[config.mk]
export PLATFORM = sky130hd
export DESIGN_NAME = input_ctrl
export DESIGN_NICKNAME = d
export VERILOG_FILES = /design/src/rtl/game_pkg.sv /design/src/rtl/frame_edge_detect.sv /design/src/rtl/input_ctrl.sv
export SDC_FILE = /design/constraint.sdc
export NUM_CORES = 1
export LEC_CHECK = 0
export CAP_MARGIN = 20
export CORE_MARGIN = 2
export CORE_UTILIZATION = 49
export CTS_CLUSTER_DIAMETER = 100
export DETAILED_ROUTE_END_ITERATION = 16
export PLACE_DENSITY = 0.91
export SETUP_SLACK_MARGIN = 0.02
export SLEW_MARGIN = 15
export SYNTH_ARGS = -nofsm -noshare
export SYNTH_HDL_FRONTEND = slang
export SYNTH_SLANG_ARGS = --single-unit
[constraint.sdc]
create_clock -name Clk -period 4.6 [get_ports Clk]
set_input_delay 0.46 -clock Clk [delete_from_list [all_inputs] [get_ports Clk]]
set_output_delay 0.46 -clock Clk [all_outputs]
set_load 0.02 [all_outputs]
[src/rtl/game_pkg.sv]
// Shared constants and types for the game input/player/bullet blocks.
package game_pkg;
    localparam logic [7:0] KC_LEFT  = 8'd80;
    localparam logic [7:0] KC_RIGHT = 8'd79;
    localparam logic [7:0] KC_FIRE  = 8'd44;
    localparam int         CD_W     = 6;

    typedef enum logic [1:0] {DIR_IDLE, DIR_LEFT, DIR_RIGHT} dir_t;
endpackage

[src/rtl/frame_edge_detect.sv]
// Registered rising-edge pulse of the vsync-rate frame strobe.
module frame_edge_detect (
    input  logic Clk,
    input  logic Reset,
    input  logic frame_clk,
    output logic tick_o
);
    logic frame_clk_q;
    logic tick_q;

    always_ff @(posedge Clk) begin
        if (Reset) begin
            frame_clk_q <= 1'b0;
            tick_q      <= 1'b0;
        end else begin
            frame_clk_q <= frame_clk;
            tick_q      <= frame_clk & ~frame_clk_q;
        end
    end

    assign tick_o = tick_q;
endmodule

[src/rtl/input_ctrl.sv]
// Per-frame keyboard decode: last-pressed-wins direction and rate-limited fire.
// Define INPUT_CTRL_AUTOFIRE_EN to let a held fire key re-fire when the cooldown expires.
module input_ctrl
    import game_pkg::*;
#(
    parameter logic [7:0]      KEY_LEFT      = KC_LEFT,
    parameter logic [7:0]      KEY_RIGHT     = KC_RIGHT,
    parameter logic [7:0]      KEY_FIRE      = KC_FIRE,
    parameter logic [CD_W-1:0] FIRE_COOLDOWN = 6'd15
) (
    input  logic       Clk,
    input  logic       Reset,
    input  logic       frame_clk,
    input  logic [7:0] keycode0,
    input  logic [7:0] keycode1,
    output logic       move_left,
    output logic       move_right,
    output logic       fire,
    output logic       frame_tick
);
    logic tick;

    frame_edge_detect u_edge (
        .Clk      (Clk),
        .Reset    (Reset),
        .frame_clk(frame_clk),
        .tick_o   (tick)
    );

    dir_t            state_q, state_d;
    logic            left_prev_q, right_prev_q, fire_prev_q;
    logic [CD_W-1:0] cd_q, cd_d;
    logic            fire_q, fire_d;
    logic            frame_tick_q;

    logic left_held, right_held, fire_held, armed;

    assign left_held  = (keycode0 == KEY_LEFT)  || (keycode1 == KEY_LEFT);
    assign right_held = (keycode0 == KEY_RIGHT) || (keycode1 == KEY_RIGHT);
    assign fire_held  = (keycode0 == KEY_FIRE)  || (keycode1 == KEY_FIRE);

`ifdef INPUT_CTRL_AUTOFIRE_EN
    assign armed = fire_held && (cd_q == '0);
`else
    assign armed = fire_held && (cd_q == '0) && !fire_prev_q;
`endif

    always_comb begin
        state_d = state_q;
        if (left_held && right_held) begin
            // Newest press wins; a simultaneous press is ambiguous, so stop.
            if (!left_prev_q && !right_prev_q) state_d = DIR_IDLE;
            else if (!right_prev_q)            state_d = DIR_RIGHT;
            else if (!left_prev_q)             state_d = DIR_LEFT;
        end else if (left_held) begin
            state_d = DIR_LEFT;
        end else if (right_held) begin
            state_d = DIR_RIGHT;
        end else begin
            state_d = DIR_IDLE;
        end
    end

    always_comb begin
        fire_d = armed;
        cd_d   = (cd_q != '0) ? cd_q - 1'b1 : cd_q;
        if (armed) cd_d = FIRE_COOLDOWN;
    end

    always_ff @(posedge Clk) begin
        if (Reset) begin
            state_q      <= DIR_IDLE;
            left_prev_q  <= 1'b0;
            right_prev_q <= 1'b0;
            fire_prev_q  <= 1'b0;
            cd_q         <= '0;
            fire_q       <= 1'b0;
            frame_tick_q <= 1'b0;
        end else begin
            frame_tick_q <= tick;
            if (tick) begin
                state_q      <= state_d;
                left_prev_q  <= left_held;
                right_prev_q <= right_held;
                fire_prev_q  <= fire_held;
                cd_q         <= cd_d;
                fire_q       <= fire_d;
            end
        end
    end

    assign move_left  = (state_q == DIR_LEFT);
    assign move_right = (state_q == DIR_RIGHT);
    assign fire       = fire_q;
    assign frame_tick = frame_tick_q;
endmodule

=== Yosys cells after proc, flatten, opt, wreduce, memory -nomap -nowiden ===
Cells that the tools add are included.
Widths: inputs -> output; s select.

* Flip-flop bits (word level): 15
* Input bits: 19
* Output and inout port bits: 4

* $add $sub $neg: 1
* Equal/unequal tests: 9
* Muxes and demuxes: 8
* Bitwise operators: 2
* Reduce and logical (&&, ||, !) cells: 15

{| class="wikitable"
|+ Operators with widths
! cell !! count
|-
| $eq 8x7->1 const B || 4
|-
| $eq 8x6->1 const B || 2
|-
| $mux 2 || 6
|-
| $mux 6 || 2
|-
| $logic_not 6->1 || 1
|-
| $reduce_bool 6->1 || 1
|-
| $sub 6x1->6 const B || 1
|-
| $logic_and 1x1->1 || 4
|-
| $ne 4x3->1 const B || 1
|-
| $reduce_and 2->1 || 2
|-
| $logic_not 1->1 || 3
|-
| $logic_or 1x1->1 || 3
|-
| $eq 2x1->1 const B || 1
|-
| $eq 2x2->1 const B || 1
|-
| $reduce_bool 2->1 || 1
|-
| $and 1x1->1 || 1
|-
| $not 1->1 || 1
|}

=== Longest topological paths before layout ===
Gate-level depths: netlist of the first run.

* Depth in word-level cells: 6
* Gate-level depth with buffers: 6
* Mapped depth without buffers: 6

=== Modules after synthesis ===
Synthesis of the first run repeated with hierarchy kept, for this count alone.

* Cells, all modules: 83
* Area, all modules: 814.5 µm²

{| class="wikitable"
|+ Modules (own cells, without submodules)
! module !! instances !! cells an instance !! area each (µm²)
|-
| input_ctrl || 1 || 79 || 755.7
|-
| frame_edge_detect || 1 || 4 || 58.8
|}

=== Least setup slack after synthesis of the first run ===
Ideal clock, no wire load.

* Path kind: flip-flop to flip-flop
* Start: reg cd_q[0]
* End: reg cd_q[3]
* Setup time: 86 ps
* Arrival time: 1,825 ps
* Required time: 4,514 ps
* Setup slack: 2,689 ps
* Cell stages (with the launch flop): 7
* Period minus slack after synthesis: 1,911 ps
* Path through: dfxtp_1 > inv_1 > ha_1 > nand2b_4 > or4_4 > or4b_4 > a221oi_2

* Word-level cells in the longest chain between the ends: 5
* Elaborated cells between the ends (all ways): 9

{| class="wikitable"
|+ RTL lines
! item !! line !! RTL
|-
| from (decl) || input_ctrl.sv:32 || <nowiki>logic [CD_W-1:0] cd_q, cd_d;</nowiki>
|-
| from (signal assigned) || input_ctrl.sv:76 || <nowiki>cd_q <= '0;</nowiki>
|-
| from (signal assigned) || input_ctrl.sv:86 || <nowiki>cd_q <= cd_d;</nowiki>
|-
| parallel branches: the longest is 5 deep, another holds $sub 6x1->6 || -- ||
|}

Parallel ways; which one is timed is not known. The select of a mux whose other input is x is not followed.
A chain may end at the register's enable or synchronous reset.

=== Final worst setup path of the first run ===
* Start: in keycode1[2]
* End: reg cd_q[2]

* Word-level cells in the longest chain between the ends: 6
* Elaborated cells between the ends (all ways): 7

{| class="wikitable"
|+ RTL lines
! item !! line !! RTL
|-
| from (decl) || input_ctrl.sv:15 || <nowiki>input logic [7:0] keycode1,</nowiki>
|-
| $eq 8x6->1 (*) || input_ctrl.sv:40 || <nowiki>assign fire_held = (keycode0 == KEY_FIRE) || (keycode1 == KEY_FIRE);</nowiki>
|-
| $logic_or 1x1->1 (*) || input_ctrl.sv:40 ||
|-
| $logic_and 1x1->1 (*) (2 in a row) || input_ctrl.sv:45 || <nowiki>assign armed = fire_held && (cd_q == '0) && !fire_prev_q;</nowiki>
|-
| $reduce_bool 2->1 (no line) || -- ||
|-
| $reduce_and 2->1 (no line) || -- ||
|}

Every way passes the cells marked *; elsewhere a longest branch is shown, timed or not.

==> results of run 1 <==
[per-layer routing]
metal | vias up | routed length [um] | GRT usage, %
li1 | 360 | - | -
met3 | 2 | 53 | 2.45
met2 | 14 | 892 | 34.4
met5 | - | 0 | 0
met1 | 351 | 725 | 22.5
met4 | 0 | 9 | 12.7
[through the flow]
step | total power [mW] | area [um2] | util, %
finish | 0.285 | 1040 | 68.3
global route | 0.298 | 1040 | 68.3
CTS | 0.287 | 1040 | 68.3
detailed placement | 0.212 | 1010 | 66.5
global placement | 0.209 | 1010 | 66.5
floorplan | 0.186 | 797 | -
[final cells by class]
class	instances	share of cell area (%)
Multi-Input combinational cell	62	44.7
Sequential cell	15	28.8
Inverter	2	0.721
Tap cell	16	1.92
Clock buffer	3	2.16
Timing Repair Buffer	22	21.2
Clock inverter	1	0.481
[power by group]
part           total [mW]  internal [mW]  switching, mW
logic              0.0640         0.0377         0.0263
registers           0.145          0.137        0.00827
clock network      0.0757         0.0323         0.0434
total               0.285          0.207         0.0780
[worst paths after layout]
path	end	startpoint	slack [ns]	cells past startpoint
max	cd_q[2]	keycode1[2]	2.44	5
min	u_edge.tick_o	u_edge.frame_clk_q	0.39	1
max reg2reg	cd_q[2]	cd_q[0]	2.57	6
min reg2reg	u_edge.tick_o	u_edge.frame_clk_q	0.39	1
[state kept, by name, summed over array words and instances (netlist names)]
| register | flops |
|---|---|
| cd_q | 6 |
| fire | 1 |
| fire_prev_q | 1 |
| frame_tick | 1 |
| left_prev_q | 1 |
| right_prev_q | 1 |
| state_q | 2 |
| u_edge.frame_clk_q | 1 |
| u_edge.tick_o | 1 |
[Yosys cell counts]
library cell,count
and4b_1,2
nand2b_4,1
a221oi_2,2
buf_6,1
ha_1,1
nand4b_1,1
and2_1,1
or4b_4,1
o41ai_1,1
buf_4,1
xnor2_1,2
a211oi_1,5
nand2_1,5
dfxtp_1,15
o2bb2ai_1,1
mux2_2,1
nor4bb_1,2
buf_2,1
or4_4,1
nor2b_1,5
nor3b_1,2
inv_1,2
nor2_1,6
nand2b_1,3
nor4b_1,7
a21oi_1,6
o21bai_1,2
mux2i_1,1
a22oi_1,3
[worst max-delay path: stages]
cell and delay, ns:
clkdlybuf4s50_1 0.47, nor4bb_1 0.40, a22oi_1 0.19, or4b_4 0.59, a221oi_2 0.25
[kinds of logic after synthesis]
family	after synthesis	share of synthesized area [%]
and+or+nand+nor	37	32.8
AOI/OAI and AO/OA	20	19.2
DFF	15	37.7
buffers and inverters	5	3.92
xor gates and xnor gates	2	2.20
muxes	2	2.67
adders and majority gates	1	1.57
==> impl_metrics.py, run 1 <==
metrics = {
    "outcome": {
        "status": "finished, final reports clean",
    },
    "routing": {
        "routedWlPerCell_um": 13.9,
        "routed_via_density": 6.01,
        "first_pass_iters": 4,
        "drt_iter0_markers": 5,
        "drc_errors": 0,
        "postRouteAntennaNets": 0,
        "drt-total-wl_um": 1680,
        "via_count": 727,
    },
    "timing": {
        "worstMarginPinSlew_ns": 0.652,
        "timing.hold.ws_ns": 0.391,
        "drv_slew": 0,
        "fin_tns_setup_ns": 0,
        "slew_headroom_pct": 55.9,
        "rsz0062_at_grt": "false",
        "skew_ns": 0.000322,
        "setup_viol": 0,
        "finalHoldViolCount": 0,
        "min_period_over_period_pct": 47.0,
        "fmax_ghz": 0.462,
        "period_needed_ns": 2.16,
        "fin_ws_ns": 2.44,
    },
    "global_route": {
        "grt_max_degree": 21,
        "antenna_found_initial": 0,
        "grt_pass1_vias": 717,
        "grtUsageTotal_pct": 19.7,
        "overflow": 0,
        "grt_first_pass_wirelength_um": 2850,
    },
    "clocking": {
        "clkSinkCount": 15,
        "cts_root_buffer": "clkbuf_4",
        "cts_max_level": 1,
        "cts_buffers": 3,
        "cts_hold_buffers": 0,
        "post-cts-setup-buffers": 0,
        "clk_pin_slew_ns": 0.09,
        "cts_max_path_buffers": 2,
        "clkLatencyLatePin_ns": 0.28,
        "cts_tree": "built",
        "cts_resized": 0,
    },
    "yosys": {
        "netlist_area_um2": 797,
        "netlist.area_leader.share_pct": 37.7,
        "post-synth-top-area-cell": "dfxtp_1",
        "netlist_top_cells_area": "dfxtp_1 38%, nor4b_1 7.7%, a211oi_1 4.7%",
        "seq_area_frac_synth_pct": 37.7,
        "synth_seq_cells": 15,
        "syn_inst": 82,
        "yosys_warnings": 0,
        "syn_area_per_cell_um2": 9.72,
        "synth_cell_types": 29,
        "synth_nets": 102,
    },
    "pwr": {
        "power_density_nw_per_um2": 274,
        "leakage_nw": 0.356,
        "peakVddDrop_uv": 196,
    },
    "die": {
        "io_pins": 23,
        "die_x_um": 44.3,
        "num_rows": 14,
        "die-height_um": 44.3,
        "die_area_um2": 1970,
        "start_util_pct": 52.3,
        "core_um2": 1520,
    },
    "place": {
        "dp_cells": 117,
        "dpl.hpwl_um": 1280,
        "gp_congestion": 0.758,
        "port_buffers": 22,
        "dp_slack_ns": 2.16,
    },
    "run": {
        "maxCapViolations": 0,
    },
    "finish": {
        "final_common_cell": "clkdlybuf4s50_1",
        "area_growth_pct": 30.6,
        "drive_gt1_share_pct": 9.52,
        "regArea_um2": 300,
        "diodes": 0,
        "fin_cells": 121,
        "multiInputGateArea_um2": 465,
        "nets": 126,
        "fillers": 117,
        "final_cell_mix": "22 x clkdlybuf4s50_1, 15 x dfxtp_1, 7 x nor4b_1",
    },
    "setup_path": {
        "arrival_ns": 2.36,
        "endpoint_kind": "register",
        "cp-start-kind": "primary input",
        "cp_max_fo": 5,
        "required_ns": 4.80,
        "path_class": "in -> reg",
    },
    "min_path": {
        "min_path_type": "reg -> reg",
    },
}
Note: power is estimated with default switching activity, not from simulation.
==> run 2, diff against run 1 <==
CORE_UTILIZATION = 45   (was 49)
PLACE_DENSITY = 0.85   (was 0.91)
clock period = 2 ns   (was 4.6 ns; I/O delays follow)
==> impl_metrics.py, run 2 (synthesis results as in run 1) <==
metrics = {
    "clocking": {
        "cts_buffers": 3,
        "cts_root_buffer": "clkbuf_4",
        "clk_pin_slew_ns": 0.10,
        "cts_max_path_buffers": 2,
        "clkSinkCount": 15,
        "cts_max_level": 1,
        "clkLatencyLatePin_ns": 0.29,
        "cts_tree": "built",
        "cts_hold_buffers": 0,
    },
    "outcome": {
        "status": "finished, final reports clean",
    },
    "pwr": {
        "leakage_nw": 0.392,
        "peakVddDrop_uv": 279,
        "power_density_nw_per_um2": 617,
    },
    "timing": {
        "period_needed_ns": 1.94,
        "slew_headroom_pct": 57.0,
        "drv_slew": 0,
        "timing.hold.ws_ns": 0.401,
        "fmax_ghz": 0.516,
        "min_period_over_period_pct": 97.0,
        "worstMarginPinSlew_ns": 0.636,
        "skew_ns": 0.00919,
        "setup_viol": 0,
        "finalHoldViolCount": 0,
        "rsz0062_at_grt": "true",
    },
    "finish": {
        "fin_util_pct": 65.7,
        "diodes": 0,
        "regMostFlops": "cd_q",
        "drive_gt1_share_pct": 19.6,
        "final_common_cell": "clkdlybuf4s50_1",
        "final_cell_mix": "22 x clkdlybuf4s50_1, 13 x dfxtp_1, 7 x nor4b_1, 7 x buf_4",
        "area_growth_pct": 39.2,
        "final_cell_area_um2": 1110,
        "reg.largest.list": "cd_q (6), state_q (2)",
        "largest_reg_flops": 6,
        "nets": 133,
        "fillers": 145,
    },
    "global_route": {
        "grt_max_degree": 16,
        "overflow": 0,
        "antenna_found_initial": 0,
        "grtUsageTotal_pct": 19.6,
        "grt_pass1_vias": 775,
        "grt_first_pass_wirelength_um": 2970,
    },
    "die": {
        "num_rows": 15,
        "die-height_um": 46.1,
        "core_um2": 1690,
        "die_x_um": 46.1,
        "start_util_pct": 47.2,
        "io_pins": 23,
        "die_area_um2": 2120,
    },
    "place": {
        "gp_congestion": 0.784,
        "place_area_um2": 1060,
        "dpl.hpwl_um": 1360,
        "port_buffers": 22,
    },
    "routing": {
        "drc_errors": 0,
        "drt_iter0_markers": 10,
        "first_pass_iters": 4,
        "via_count": 734,
        "postRouteAntennaNets": 0,
        "drt-total-wl_um": 1760,
        "routedWlPerCell_um": 13.7,
        "routed_via_density": 5.69,
    },
    "run": {
        "maxCapViolations": 0,
    },
    "min_path": {
        "min_path_type": "reg -> reg",
        "hold_depth": 1,
    },
    "setup_path": {
        "endpoint_kind": "register",
        "cp-start-kind": "register",
        "path_class": "reg -> reg",
        "required_ns": 2.20,
        "cp_max_fo": 5,
        "arrival_ns": 2.14,
        "rr_worst_depth": 6,
    },
}
-- run 2: layer usage --
| metal | track usage, % | wire (um) |
|---|---|---|
| met3 | 3.53 | 84 |
| met5 | 0 | 0 |
| met2 | 33.1 | 878 |
| met1 | 22.0 | 763 |
| met4 | 13.7 | 38 |
-- run 2: cell type report --
cell class / instances / area (um2) / share of cell area [%]
multi-input combinational: 62 / 478 / 43.1
inverter: 2 / 7.51 / 0.676
timing repair buffer: 29 / 273 / 24.6
clock buffer: 3 / 22.5 / 2.03
sequential: 15 / 303 / 27.3
clock inverter: 1 / 5.00 / 0.451
tap: 17 / 21.3 / 1.92
-- run 2: metrics by stage --
step	total power [mW]	instances	TNS [ns]	worst slack, ns
finish	0.685	129	0	0.0602
global route	0.730	129	-0.00725	-0.00725
CTS	0.677	128	0	0.0216
detailed placement	0.499	124	-0.596	-0.182
global placement	0.492	124	-0.319	-0.125
floorplan	0.428	82	0	0.0888
-- run 2: repair_timing --
item	in CTS	in global routing
pin swaps	0	3
setup endpoints to repair	2	2
gates resized for setup	1	5
endpoints found under the hold margin	0	0
setup buffers	0	1
-- run 2: worst max-delay path: stages (launching register included) --
cell and delay, ns:
dfxtp_2 0.33, inv_2 0.08, ha_4 0.15, nand2b_4 0.05, or4_4 0.43, or4b_4 0.59
a221oi_2 0.22
-- run 2: final timing paths --
check                     start             to  slack [ns]
min          u_edge.frame_clk_q  u_edge.tick_o        0.40
max reg2reg             cd_q[0]        cd_q[2]        0.06
min reg2reg  u_edge.frame_clk_q  u_edge.tick_o        0.40
max                     cd_q[0]        cd_q[2]        0.06
-- run 2: power breakdown --
group / internal (mW) / total, mW / switching [mW]
Combinational: 0.108 / 0.179 / 0.0707
Clock: 0.0743 / 0.174 / 0.0996
Sequential: 0.316 / 0.332 / 0.0160
